### src/rtl/mem_port_arbiter.sv
// mem_port_arbiter: shares one fixed-latency single-port memory between the
// CPU instruction-fetch port and the data-memory port. One transaction is in
// flight at a time. Data requests win, but a fetch is forced through after
// STARVE_MAX consecutive data grants made while a fetch was waiting.
module mem_port_arbiter #(
    parameter int ADDR_W     = 32,
    parameter int DATA_W     = 32,
    parameter int MEM_LAT    = 1,
    parameter int STARVE_MAX = 4
) (
    input  logic                clk,
    input  logic                rst_n,
    input  logic                if_req,
    input  logic [ADDR_W-1:0]   if_addr,
    output logic [DATA_W-1:0]   if_rdata,
    output logic                if_valid,
    input  logic                dm_req,
    input  logic                dm_we,
    input  logic [DATA_W/8-1:0] dm_wstrb,
    input  logic [ADDR_W-1:0]   dm_addr,
    input  logic [DATA_W-1:0]   dm_wdata,
    output logic [DATA_W-1:0]   dm_rdata,
    output logic                dm_valid,
    output logic                mem_en,
    output logic                mem_we,
    output logic [DATA_W/8-1:0] mem_wstrb,
    output logic [ADDR_W-1:0]   mem_addr,
    output logic [DATA_W-1:0]   mem_wdata,
    input  logic [DATA_W-1:0]   mem_rdata,
    output logic                busy
);

    localparam int STRB_W = DATA_W / 8;
    localparam int CNT_W  = (MEM_LAT > 1) ? $clog2(MEM_LAT) : 1;
    localparam int SC_W   = $clog2(STARVE_MAX + 1);

    if (MEM_LAT < 1) begin : g_bad_mem_lat
        $error("mem_port_arbiter: MEM_LAT must be >= 1");
    end
    if (STARVE_MAX < 1) begin : g_bad_starve_max
        $error("mem_port_arbiter: STARVE_MAX must be >= 1");
    end

    typedef enum logic [1:0] {
        S_IDLE,
        S_ISSUE,
        S_WAIT,
        S_RESP
    } state_t;

    state_t           state;
    logic [CNT_W-1:0] wait_cnt;
    logic [SC_W-1:0]  starve_cnt;
    logic             gnt_data;   // current transaction belongs to the data port
    logic             gnt_store;  // current transaction is a store
    logic             pick_data;

    // Data wins unless a fetch is waiting and the data port has used up its run.
    assign pick_data = dm_req && (!if_req || (starve_cnt < SC_W'(STARVE_MAX)));

    // Arbitration FSM; every output is a register driven from this block.
    always_ff @(posedge clk or negedge rst_n) begin
        if (!rst_n) begin
            state      <= S_IDLE;
            wait_cnt   <= '0;
            starve_cnt <= '0;
            gnt_data   <= 1'b0;
            gnt_store  <= 1'b0;
            if_rdata   <= '0;
            if_valid   <= 1'b0;
            dm_rdata   <= '0;
            dm_valid   <= 1'b0;
            mem_en     <= 1'b0;
            mem_we     <= 1'b0;
            mem_wstrb  <= '0;
            mem_addr   <= '0;
            mem_wdata  <= '0;
            busy       <= 1'b0;
        end else begin
            // NOTE: state registers use non-blocking assignments so every
            // branch below reads the pre-edge values; the pulse defaults here
            // are overridden later in the same block only where a pulse is due.
            if_valid <= 1'b0;
            dm_valid <= 1'b0;
            case (state)
                S_IDLE: begin
                    if (if_req || dm_req) begin
                        state  <= S_ISSUE;
                        busy   <= 1'b1;
                        mem_en <= 1'b1;
                        if (pick_data) begin
                            gnt_data  <= 1'b1;
                            gnt_store <= dm_we;
                            mem_we    <= dm_we;
                            mem_wstrb <= dm_we ? dm_wstrb : STRB_W'(0);
                            mem_addr  <= dm_addr;
                            mem_wdata <= dm_wdata;
                            // A pending fetch implies starve_cnt < STARVE_MAX here,
                            // so the increment saturates by construction.
                            if (if_req) starve_cnt <= starve_cnt + SC_W'(1);
                            else        starve_cnt <= '0;
                        end else begin
                            gnt_data   <= 1'b0;
                            gnt_store  <= 1'b0;
                            mem_we     <= 1'b0;
                            mem_wstrb  <= '0;
                            mem_addr   <= if_addr;
                            mem_wdata  <= '0;
                            starve_cnt <= '0;
                        end
                    end else begin
                        starve_cnt <= '0;
                    end
                end
                S_ISSUE: begin
                    mem_en    <= 1'b0;
                    mem_we    <= 1'b0;
                    mem_wstrb <= '0;
                    wait_cnt  <= CNT_W'(MEM_LAT - 1);
                    state     <= S_WAIT;
                end
                S_WAIT: begin
                    if (wait_cnt == '0) begin
                        state <= S_RESP;
                        if (gnt_data) begin
                            dm_valid <= 1'b1;
                            if (!gnt_store) dm_rdata <= mem_rdata;
                        end else begin
                            if_valid <= 1'b1;
                            if_rdata <= mem_rdata;
                        end
                    end else begin
                        wait_cnt <= wait_cnt - CNT_W'(1);
                    end
                end
                S_RESP: begin
                    state <= S_IDLE;
                    busy  <= 1'b0;
                end
                default: begin
                    state <= S_IDLE;
                    busy  <= 1'b0;
                end
            endcase
        end
    end

endmodule

### config.mk
export PLATFORM = sky130hd
export DESIGN_NAME = mem_port_arbiter
export DESIGN_NICKNAME = d
export VERILOG_FILES = /design/src/rtl/mem_port_arbiter.sv
export SDC_FILE = /design/constraint.sdc
export NUM_CORES = 1
export LEC_CHECK = 0
export CAP_MARGIN = 0
export CELL_PAD_IN_SITES_DETAIL_PLACEMENT = 1
export CELL_PAD_IN_SITES_GLOBAL_PLACEMENT = 2
export CORE_MARGIN = 2
export CORE_UTILIZATION = 27
export DETAILED_ROUTE_END_ITERATION = 7
export PLACE_DENSITY = 0.83
export SLEW_MARGIN = 20
export SYNTH_ARGS = -nofsm -noshare
export SYNTH_HDL_FRONTEND = slang
export SYNTH_SLANG_ARGS = --single-unit
### constraint.sdc
create_clock -name clk -period 4.26 [get_ports clk]
set_clock_uncertainty 0.2 [all_clocks]
set_input_delay 0.852 -clock clk [delete_from_list [all_inputs] [get_ports clk]]
set_output_delay 0.852 -clock clk [all_outputs]
set_load 0.005 [all_outputs]
==> results.py <==
metrics = {
    "route": {
        "via_per_inst": 4.56,
        "drt_pass1_iterations": 4,
        "drc": 0,
        "wl_per_cell_microns": 17.8,
        "vias": 4561,
        "drt_iter0_drc": 101,
        "drtAntennaViolNets": 0,
        "totalWireLength_mm": 17.8,
    },
    "power_and_ir_drop": {
        "power.density_nw_per_um2": 708,
        "p_leak_nw": 3.87,
        "power_frac_seq": 0.359,
        "vdd_ir_drop_max_mv": 0.234,
        "p_comb_frac": 0.429,
        "internal-power_mw": 4.54,
        "pwr-share-clk": 0.211,
        "sw_frac_of_total": 0.311,
        "power.switching_mw": 2.05,
    },
    "timing": {
        "fmax_ghz": 0.373,
        "setup_slack_ns": 1.58,
        "setup_viol": 0,
        "rsz0062_at_grt": "false",
        "period_needed_ns": 2.68,
        "drv_slew": 0,
        "worst_pin_slew_ns": 1.05,
        "hold_viol": 0,
        "finalCritPeriodShare": 0.630,
        "worst_slew_margin_rel": 0.300,
        "setup_tns_ns": 0,
    },
    "synth": {
        "yosysSeqAreaShare": 0.625,
        "netlist_area_sq_um": 5770,
        "syn_area_per_cell_sq_um": 13.1,
        "synth_cells": 441,
        "synth.distinct_cells": 34,
        "ys_ff_latch": 144,
        "syn_nets": 583,
        "yosys_warnings": 0,
    },
    "status": {
        "status": "finished clean",
    },
    "placement": {
        "dp_slack_ns": 1.12,
        "placed_area_sq_um": 8770,
        "numPortBuffers": 273,
        "place_congestion": 0.780,
        "place_hpwl_mm": 13.3,
    },
    "finish": {
        "syn_to_final_growth_pct": 61.6,
        "final_common_cell": "clkdlybuf4s50_1",
        "num-nets-final": 853,
        "mostFrequentLayoutCells": "clkdlybuf4s50_1 (272), dfrtp_1 (144), mux2_2 (64)",
        "final_area_sq_um": 9320,
        "drive_gt1_frac": 0.182,
    },
    "cts": {
        "clock_latency_ns": 0.41,
        "cts_setup_buffers": 0,
        "cts_inserted_buffers": 17,
        "cts_sinks": 144,
        "cts_tree": "done",
        "hold_buffers": 0,
        "postCtsResizedCells": 0,
        "clkTransAtPathRegs_ns": 0.06,
        "max-clock-path-buffers": 2,
        "cts.root.buffer_cell": "clkbuf_16",
        "h-tree-depth": 4,
    },
    "global_route": {
        "grt-ovfl-total": 0,
        "grt_use_total": 0.159,
        "grt_pass1_vias": 5163,
        "grt_pass1_wl_mm": 27.6,
        "grt_max_degree": 86,
        "antenna_found_initial": 0,
    },
    "floorplan": {
        "die_y_microns": 150,
        "die_w_microns": 150,
        "row_count": 53,
        "coreArea_sq_um": 21000,
        "start_util": 0.274,
        "die_area_sq_um": 22600,
        "ios": 274,
    },
    "setup_path": {
        "arrival_ns": 2.78,
        "crit_path_end_kind": "flip-flop",
        "crit_type": "in -> reg",
        "ff2ff_path_depth": 4,
        "cp-start-kind": "input port",
        "critPathRequiredTime_ns": 4.36,
        "crit_fanout": 34,
        "ff2ff_setup_slack_ns": 1.91,
    },
    "hold_path": {
        "holdCritPathClass": "in -> async",
    },
    "job": {
        "maxCapViolCount": 0,
    },
}
==> state kept, by name (all words and copies together), names as in the netlist <==
signal	count
mem_wstrb	4
gnt_data	1
mem_en	1
starve_cnt	3
state	2
gnt_store	1
dm_rdata	32
if_valid	1
mem_addr	32
if_rdata	32
dm_valid	1
mem_wdata	32
busy	1
mem_we	1
==> cells by family after synthesis <==
logic type	count (synthesis)	share of synthesized area
flops	144	0.625
simple gates	77	0.0594
compound gates	114	0.143
mux	65	0.127
fa+ha+maj	5	0.0108
buf+inv	36	0.0351
==> power by group through the flow <==
stage	Combinational, mW	Clock [mW]	Sequential (mW)
after floorplan	1.15	0	2.38
after global placement	2.79	0	2.35
after detailed placement	2.88	0	2.39
after CTS	2.88	1.44	2.38
after global routing	3.07	1.50	2.45
final	2.83	1.39	2.37
==> synth_stat cells (all sizes together) <==
cell type  number  area share
o21a            1      0.0013
clkbuf          3      0.0022
nor2b           2      0.0022
mux2i           1      0.0017
a21o            2      0.0026
inv             6      0.0039
nor3            1     0.00087
o22ai           1      0.0011
nor2           34       0.025
nand2b          1      0.0011
or3b            1      0.0015
a22o           37       0.056
o21ai           4      0.0061
a21oi          65       0.069
nor4            1      0.0037
a21boi          1      0.0020
mux2           64        0.12
o2bb2ai         2      0.0030
and2            1      0.0011
dfrtp         144        0.62
nand3           1     0.00087
buf            27       0.029
ha              5       0.011
a21bo           1      0.0017
nand2          34       0.022
nand4           1      0.0011
==> critical path, cell delays in order <==
cell and delay [ns]:
clkdlybuf4s50_1 0.58, o21ai_4 0.86, nor2_8 0.22, a22o_1 0.27
==> layout make-up <==
cell class	count	area [sq um]
timing repair buffer	281	2820
clock buffer	18	429
tap	275	344
clock inverter	14	123
sequential	144	3600
antenna	1	2.50
inverter	6	22.5
fill	2215	11700
multi-input combinational	261	1980
==> metal layers <==
layer,GRT usage,part of all wire,vias to the layer above
met1,0.188,0.41,2274
met4,0.0618,0.021,0
li1,-,-,2092
met5,0,0,-
met2,0.272,0.51,166
met3,0.0455,0.063,29
==> per-stage QoR <==
step | util | cells | hold slack, ns | power, mW
2_1_floorplan | - | 441 | 0.257 | 3.54
3_3_place_gp | 0.417 | 967 | 0.265 | 5.14
3_5_place_dp | 0.417 | 967 | 0.284 | 5.27
4_1_cts | 0.443 | 999 | 0.300 | 6.71
5_1_grt | 0.443 | 999 | 0.325 | 7.03
6_report | 0.444 | 1000 | 0.274 | 6.60
==> final timing paths <==
check	start	endpoint
min in group clk	gnt_store$_DFFE_PN0P_	gnt_store$_DFFE_PN0P_
setup reg to reg	state[0]$_DFFE_PN0P_	if_rdata[17]$_DFFE_PN0P_
setup / recovery	if_req	mem_wdata[26]$_DFFE_PN0P_
hold / removal	rst_n	dm_rdata[24]$_DFFE_PN0P_
hold reg to reg	gnt_store$_DFFE_PN0P_	gnt_store$_DFFE_PN0P_
max in group asynchronous	rst_n	mem_addr[5]$_DFFE_PN0P_
(Power assumes the default switching activity.)
